===== config.mk =====
export PLATFORM = sky130hd
export DESIGN_NAME = seq_alu
export DESIGN_NICKNAME = d
export VERILOG_FILES = /design/src/rtl/seq_alu.sv
export SDC_FILE = /design/constraint.sdc
export NUM_CORES = 1
export LEC_CHECK = 0
export BUFFER_PORTS_ARGS = -buffer_cell sky130_fd_sc_hd__buf_2
export CORE_MARGIN = 4
export CORE_UTILIZATION = 62
export DETAILED_ROUTE_END_ITERATION = 12
export PLACE_DENSITY = 0.82
export SETUP_SLACK_MARGIN = 0.3
export SYNTH_ARGS = -nofsm -noshare
export SYNTH_HDL_FRONTEND = slang
export SYNTH_SLANG_ARGS = --single-unit

===== constraint.sdc =====
create_clock -name clock -period 2.3 [get_ports clock]
set_input_delay 0.46 -clock clock [delete_from_list [all_inputs] [get_ports clock]]
set_output_delay 0.46 -clock clock [all_outputs]
set_load 0.01 [all_outputs]

===== src/rtl/seq_alu.sv =====
// seq_alu: multi-cycle signed ALU for WIDTH-bit operands with a start/done
// handshake. It computes add, sub, mul (full 2*WIDTH product) and div
// (quotient in the upper half, remainder in the lower half).
//
// Ports:
//   clock    - rising-edge clock
//   reset_n  - asynchronous active-low reset
//   start    - request a new operation, sampled only while idle
//   a, b     - signed operands (a is the dividend, b is the divisor)
//   func     - 00 add, 01 sub, 10 mul, 11 div
//   busy     - high while an accepted operation is in progress
//   done     - one-cycle pulse when out/overflow are updated
//   out      - result, held until the next done
//   overflow - result does not fit its field, held with out
module seq_alu #(
   parameter int WIDTH = 6
) (
   input  logic               clock,
   input  logic               reset_n,
   input  logic               start,
   input  logic [WIDTH-1:0]   a,
   input  logic [WIDTH-1:0]   b,
   input  logic [1:0]         func,
   output logic               busy,
   output logic               done,
   output logic [2*WIDTH-1:0] out,
   output logic               overflow
);

   localparam int CW = $clog2(WIDTH);
   localparam logic [CW-1:0] LAST = CW'(WIDTH - 1);

   typedef enum logic [1:0] {
      IDLE,
      CALC,
      FIX
   } state_t;

   state_t state;
   state_t nextState;

   logic [WIDTH-1:0]   aLat;
   logic [WIDTH-1:0]   bLat;
   logic [1:0]         funcLat;
   logic [CW-1:0]      count;

   logic [2*WIDTH-1:0] prod;
   logic [2*WIDTH-1:0] mcand;
   logic [WIDTH-1:0]   mplier;

   logic [WIDTH-1:0]   quot;
   logic [WIDTH-1:0]   rem;
   logic [WIDTH-1:0]   dvsr;

   logic [WIDTH-1:0]   aMag;
   logic [WIDTH-1:0]   bMag;
   logic [WIDTH:0]     remShift;
   logic               quotBit;
   logic [WIDTH-1:0]   remNext;

   logic [WIDTH-1:0]   sum;
   logic [WIDTH-1:0]   diff;
   logic               signsDiffer;
   logic [WIDTH-1:0]   quotSigned;
   logic [WIDTH-1:0]   remSigned;
   logic [2*WIDTH-1:0] result;
   logic               resultOvf;

   assign busy = (state != IDLE);

   // Magnitudes of the live operands, taken as unsigned WIDTH-bit values so
   // that the most negative operand maps cleanly onto 2^(WIDTH-1).
   always_comb begin
      aMag = a[WIDTH-1] ? -a : a;
      bMag = b[WIDTH-1] ? -b : b;
   end

   // One restoring-division step: the quotient register doubles as the
   // dividend shifter, so its MSB feeds the partial remainder while the new
   // quotient bit enters at the bottom.
   always_comb begin
      remShift = {rem, quot[WIDTH-1]};
      quotBit  = (remShift >= {1'b0, dvsr});
      remNext  = quotBit ? WIDTH'(remShift - {1'b0, dvsr}) : remShift[WIDTH-1:0];
   end

   // Final result formatting from the latched operands and the magnitude
   // datapath. A positive quotient with its MSB set can only be +2^(WIDTH-1)
   // (most negative divided by -1), which is the one quotient overflow case.
   always_comb begin
      sum         = aLat + bLat;
      diff        = aLat - bLat;
      signsDiffer = aLat[WIDTH-1] ^ bLat[WIDTH-1];
      quotSigned  = signsDiffer ? -quot : quot;
      remSigned   = aLat[WIDTH-1] ? -rem : rem;
      result      = '0;
      resultOvf   = 1'b0;
      unique case (funcLat)
         2'b00: begin
            result    = {{WIDTH{sum[WIDTH-1]}}, sum};
            resultOvf = (aLat[WIDTH-1] == bLat[WIDTH-1]) && (sum[WIDTH-1] != aLat[WIDTH-1]);
         end
         2'b01: begin
            result    = {{WIDTH{diff[WIDTH-1]}}, diff};
            resultOvf = (aLat[WIDTH-1] != bLat[WIDTH-1]) && (diff[WIDTH-1] != aLat[WIDTH-1]);
         end
         2'b10: begin
            result    = signsDiffer ? -prod : prod;
            resultOvf = 1'b0;
         end
         default: begin
            if (bLat == '0) begin
               result    = {{WIDTH{1'b1}}, aLat};
               resultOvf = 1'b1;
            end else begin
               result    = {quotSigned, remSigned};
               resultOvf = !signsDiffer && quot[WIDTH-1];
            end
         end
      endcase
   end

   // State register.
   always_ff @(posedge clock or negedge reset_n) begin
      if (!reset_n) begin
         state <= IDLE;
      end else begin
         state <= nextState;
      end
   end

   // Next-state logic: add/sub skip straight to the formatting cycle, while
   // mul/div spend WIDTH cycles iterating first.
   always_comb begin
      nextState = state;
      unique case (state)
         IDLE: begin
            if (start) begin
               nextState = func[1] ? CALC : FIX;
            end
         end
         CALC: begin
            if (count == LAST) begin
               nextState = FIX;
            end
         end
         FIX: begin
            nextState = IDLE;
         end
         default: begin
            nextState = IDLE;
         end
      endcase
   end

   // Datapath: latch operands on accept, iterate multiply and divide in
   // parallel during CALC (only the one selected by funcLat is used), and
   // register the formatted result on the FIX edge. done is a pure
   // registered copy of "we were in FIX", so it lasts exactly one cycle.
   always_ff @(posedge clock or negedge reset_n) begin
      if (!reset_n) begin
         aLat     <= '0;
         bLat     <= '0;
         funcLat  <= '0;
         count    <= '0;
         prod     <= '0;
         mcand    <= '0;
         mplier   <= '0;
         quot     <= '0;
         rem      <= '0;
         dvsr     <= '0;
         out      <= '0;
         overflow <= 1'b0;
         done     <= 1'b0;
      end else begin
         done <= (state == FIX);
         unique case (state)
            IDLE: begin
               if (start) begin
                  aLat    <= a;
                  bLat    <= b;
                  funcLat <= func;
                  count   <= '0;
                  prod    <= '0;
                  mcand   <= {{WIDTH{1'b0}}, aMag};
                  mplier  <= bMag;
                  quot    <= aMag;
                  rem     <= '0;
                  dvsr    <= bMag;
               end
            end
            CALC: begin
               if (mplier[0]) begin
                  prod <= prod + mcand;
               end
               mcand  <= mcand << 1;
               mplier <= mplier >> 1;
               quot   <= {quot[WIDTH-2:0], quotBit};
               rem    <= remNext;
               count  <= count + 1'b1;
            end
            FIX: begin
               out      <= result;
               overflow <= resultOvf;
            end
            default: begin
            end
         endcase
      end
   end

endmodule


==> results.cfg <==
[outcome]
status = finished clean

[timing]
slew_headroom_pct = 31.18
setup_viol = 0
fmax_mhz = 465.5
worst_slew_pin_slew_ns = 1.032
drv_slew = 0
min_period_ns = 2.148
rsz0062_at_grt = true
fin_setup_tns_ns = 0
fin_crit_sh_pct = 93.40
hold_viol = 0
finalClockSkew_ns = 0.004647

[routing]
wire_per_inst_um = 20.31
dr.pass1.iters = 6
viasPerCell = 6.417
ant_nets = 0
vias = 5012
routed_wl_um = 15860
drtIter0Drc = 482
drc = 0

[die]
coreArea_um2 = 8217
start_util_pct = 64.00
dieHeight_um = 100.1
die_x_um = 100.1
ioPinCount = 32
dieArea_um2 = 10020
rows = 33

[synthesis]
yosysWarnings = 0
seq_area_frac_synth_pct = 38.07
syn-instance-count = 607
ys_ff_latch = 80
synth_edf_count = 0
synthesis.nets = 662
avgSynthCellArea_um2 = 8.664
ys_types = 64
synth_top_area_share_pct = 38.07
ys.flop_type = dfrtp_1
synth-async-reset-ratio_pct = 100.0
yosysTopAreaCell = dfrtp_1
netlist_area_um2 = 5259
synth_area_leaders = dfrtp_1 38%, ha_1 8.1%, nand2_1 6.9%

[clock_tree]
clock-sinks = 80
cts_tree = yes
cts_buffer_depth = 2
clk_latency_ns = 0.37
clockRootBuffer = clkbuf_8
cts-hold-fix-buffers = 0
clk_pin_slew_ns = 0.09
cts_max_level = 3
cts-buffers-inserted = 9

[final_layout]
area_delta_synth_final_pct = 21.65
fin_nets = 726
seq_area_um2 = 2012
n_antenna_cell = 0
layout_commonest_cell = nand2_1
multiInputGateArea_um2 = 3336
final_cell_mix = 97 x nand2_1, 72 x dfrtp_1, 51 x o21ai_0
layout-drive-gt1-share_pct = 23.08
num-fill-cells = 488

[place]
dpl.hpwl_um = 10060
portBuffers = 31
place_congestion = 0.9492

[power]
ir_worst_vdd_mv = 0.8751
power.density_nw_per_um2 = 1726
finalPower_uw = 11040
p_leak_uw = 0.002918

[worst_setup_path]
cp_slowest_cell = or4_1
crit_type = register to register
cpLargestDelayFamily = simple AND/OR/NAND/NOR gates
crit_chain = inv_2, ha_4, nor2b_4, o31a_1, o21a_1, or4_1, nand2_1, o31ai_1
r2r_cells = 8
cpPeakStageDelay_ns = 0.50
crit_required_ns = 2.51
critPathBufInv = 1
path_max_fanout = 3
crit_cells = 8
cp-end-kind = register
worstPathArrival_ns = 2.36
start_kind = register

[global_routing]
first_global_vias = 4708
antenna_found_initial = 0
gr-usage-all-layers_pct = 29.06
grt_max_degree = 44
grt_pass1_wl_um = 23110
grt_overflow = 0

[job]
maxCapViolCount = 0

[hold_path]
holdCritPathClass = input pin to async pin
-- worst register-to-register path: stages (launching register included) --
cell	delay [ns]
dfrtp_1	0.42
inv_2	0.09
ha_4	0.20
nor2b_4	0.12
o31a_1	0.29
o21a_1	0.21
or4_1	0.50
nand2_1	0.09
o31ai_1	0.07
-- sequential cells by signal, indices dropped and copies added, names as in the netlist, 5 cells and up --
register / count
bLat: 6
dvsr: 5
aLat: 6
mplier: 6
quot: 6
rem: 6
mcand: 12
out: 12
prod: 12
-- area by class of cell --
class                           count  share of cell area (%)
Multi-Input combinational cell    465                   52.14
Sequential cell                    80                   31.45
Timing Repair Buffer               80                   8.410
Inverter                           35                   2.132
Tap cell                          105                   2.054
Clock buffer                        9                   1.936
Clock inverter                      7                   1.878
-- cells in the mapped netlist, drive strengths merged (3+ instances only) --
cell type,count
a211oi,3
a21o,10
a21oi,35
a221o,4
a31oi,5
buf,6
clkbuf,21
dfrtp,80
fa,4
ha,34
inv,35
mux2i,9
nand2,97
nand2b,5
nand3,16
nand4,3
nor2,45
nor2b,9
nor3,12
nor4,5
o211ai,3
o21a,9
o21ai,67
o21bai,4
o22ai,3
o311ai,4
o31a,3
o31ai,5
xnor2,18
xor2,22
-- per-stage QoR --
step	worst slack, ns	cells	util (%)	cell area (um2)	hold WS [ns]
floorplan	0.3043	607	-	5286	0.1644
global placement	0.2020	741	68.77	5650	0.4623
detailed placement	0.1399	741	68.77	5650	0.4736
CTS	0.2329	770	74.34	6108	0.08573
global route	0.1047	781	77.86	6397	0.1033
finish	0.1518	781	77.86	6397	0.06324
-- cell families after synthesis --
group	Yosys count	share of synthesized area, %
buf+inv	62	4.687
simple gates	204	17.94
flops	80	38.07
xor+xnor	40	6.805
fa+ha+maj	38	9.612
mux	10	2.141
compound gates	173	20.75
-- layer usage --
layer / global-route usage (%) / vias to the layer above / share of wire [%]
li1: - / 2257 / -
met1: 37.75 / 2382 / 38
met2: 46.64 / 311 / 49
met3: 5.837 / 62 / 8.5
met4: 14.20 / 0 / 4.1
met5: 0 / - / 0
-- final timing paths --
path	end	slack, ns	start
min in group clock	funcLat[0]	0.33	func[0]
max reg2reg	rem[5]	0.15	dvsr[1]
min reg2reg	out[2]	0.49	out[2]
max in group asynchronous	bLat[3]	1.61	reset_n
max	rem[5]	0.15	dvsr[1]
min	out[10]	0.06	reset_n
-- timing repair --
| action | in CTS | in global routing |
|---|---|---|
| hold endpoints to repair | 0 | 0 |
| setup buffers | 13 | 11 |
| gates resized for setup | 28 | 43 |
| pin swaps | 9 | 27 |
| gates cloned | 0 | 0 |
| endpoints found under the setup margin | 20 | 23 |
-- report_power, final --
part	internal, uW	switching [uW]
clock network	723	572
logic	3050	3950
registers	2050	707
Note: power is estimated with default switching activity, not from simulation.
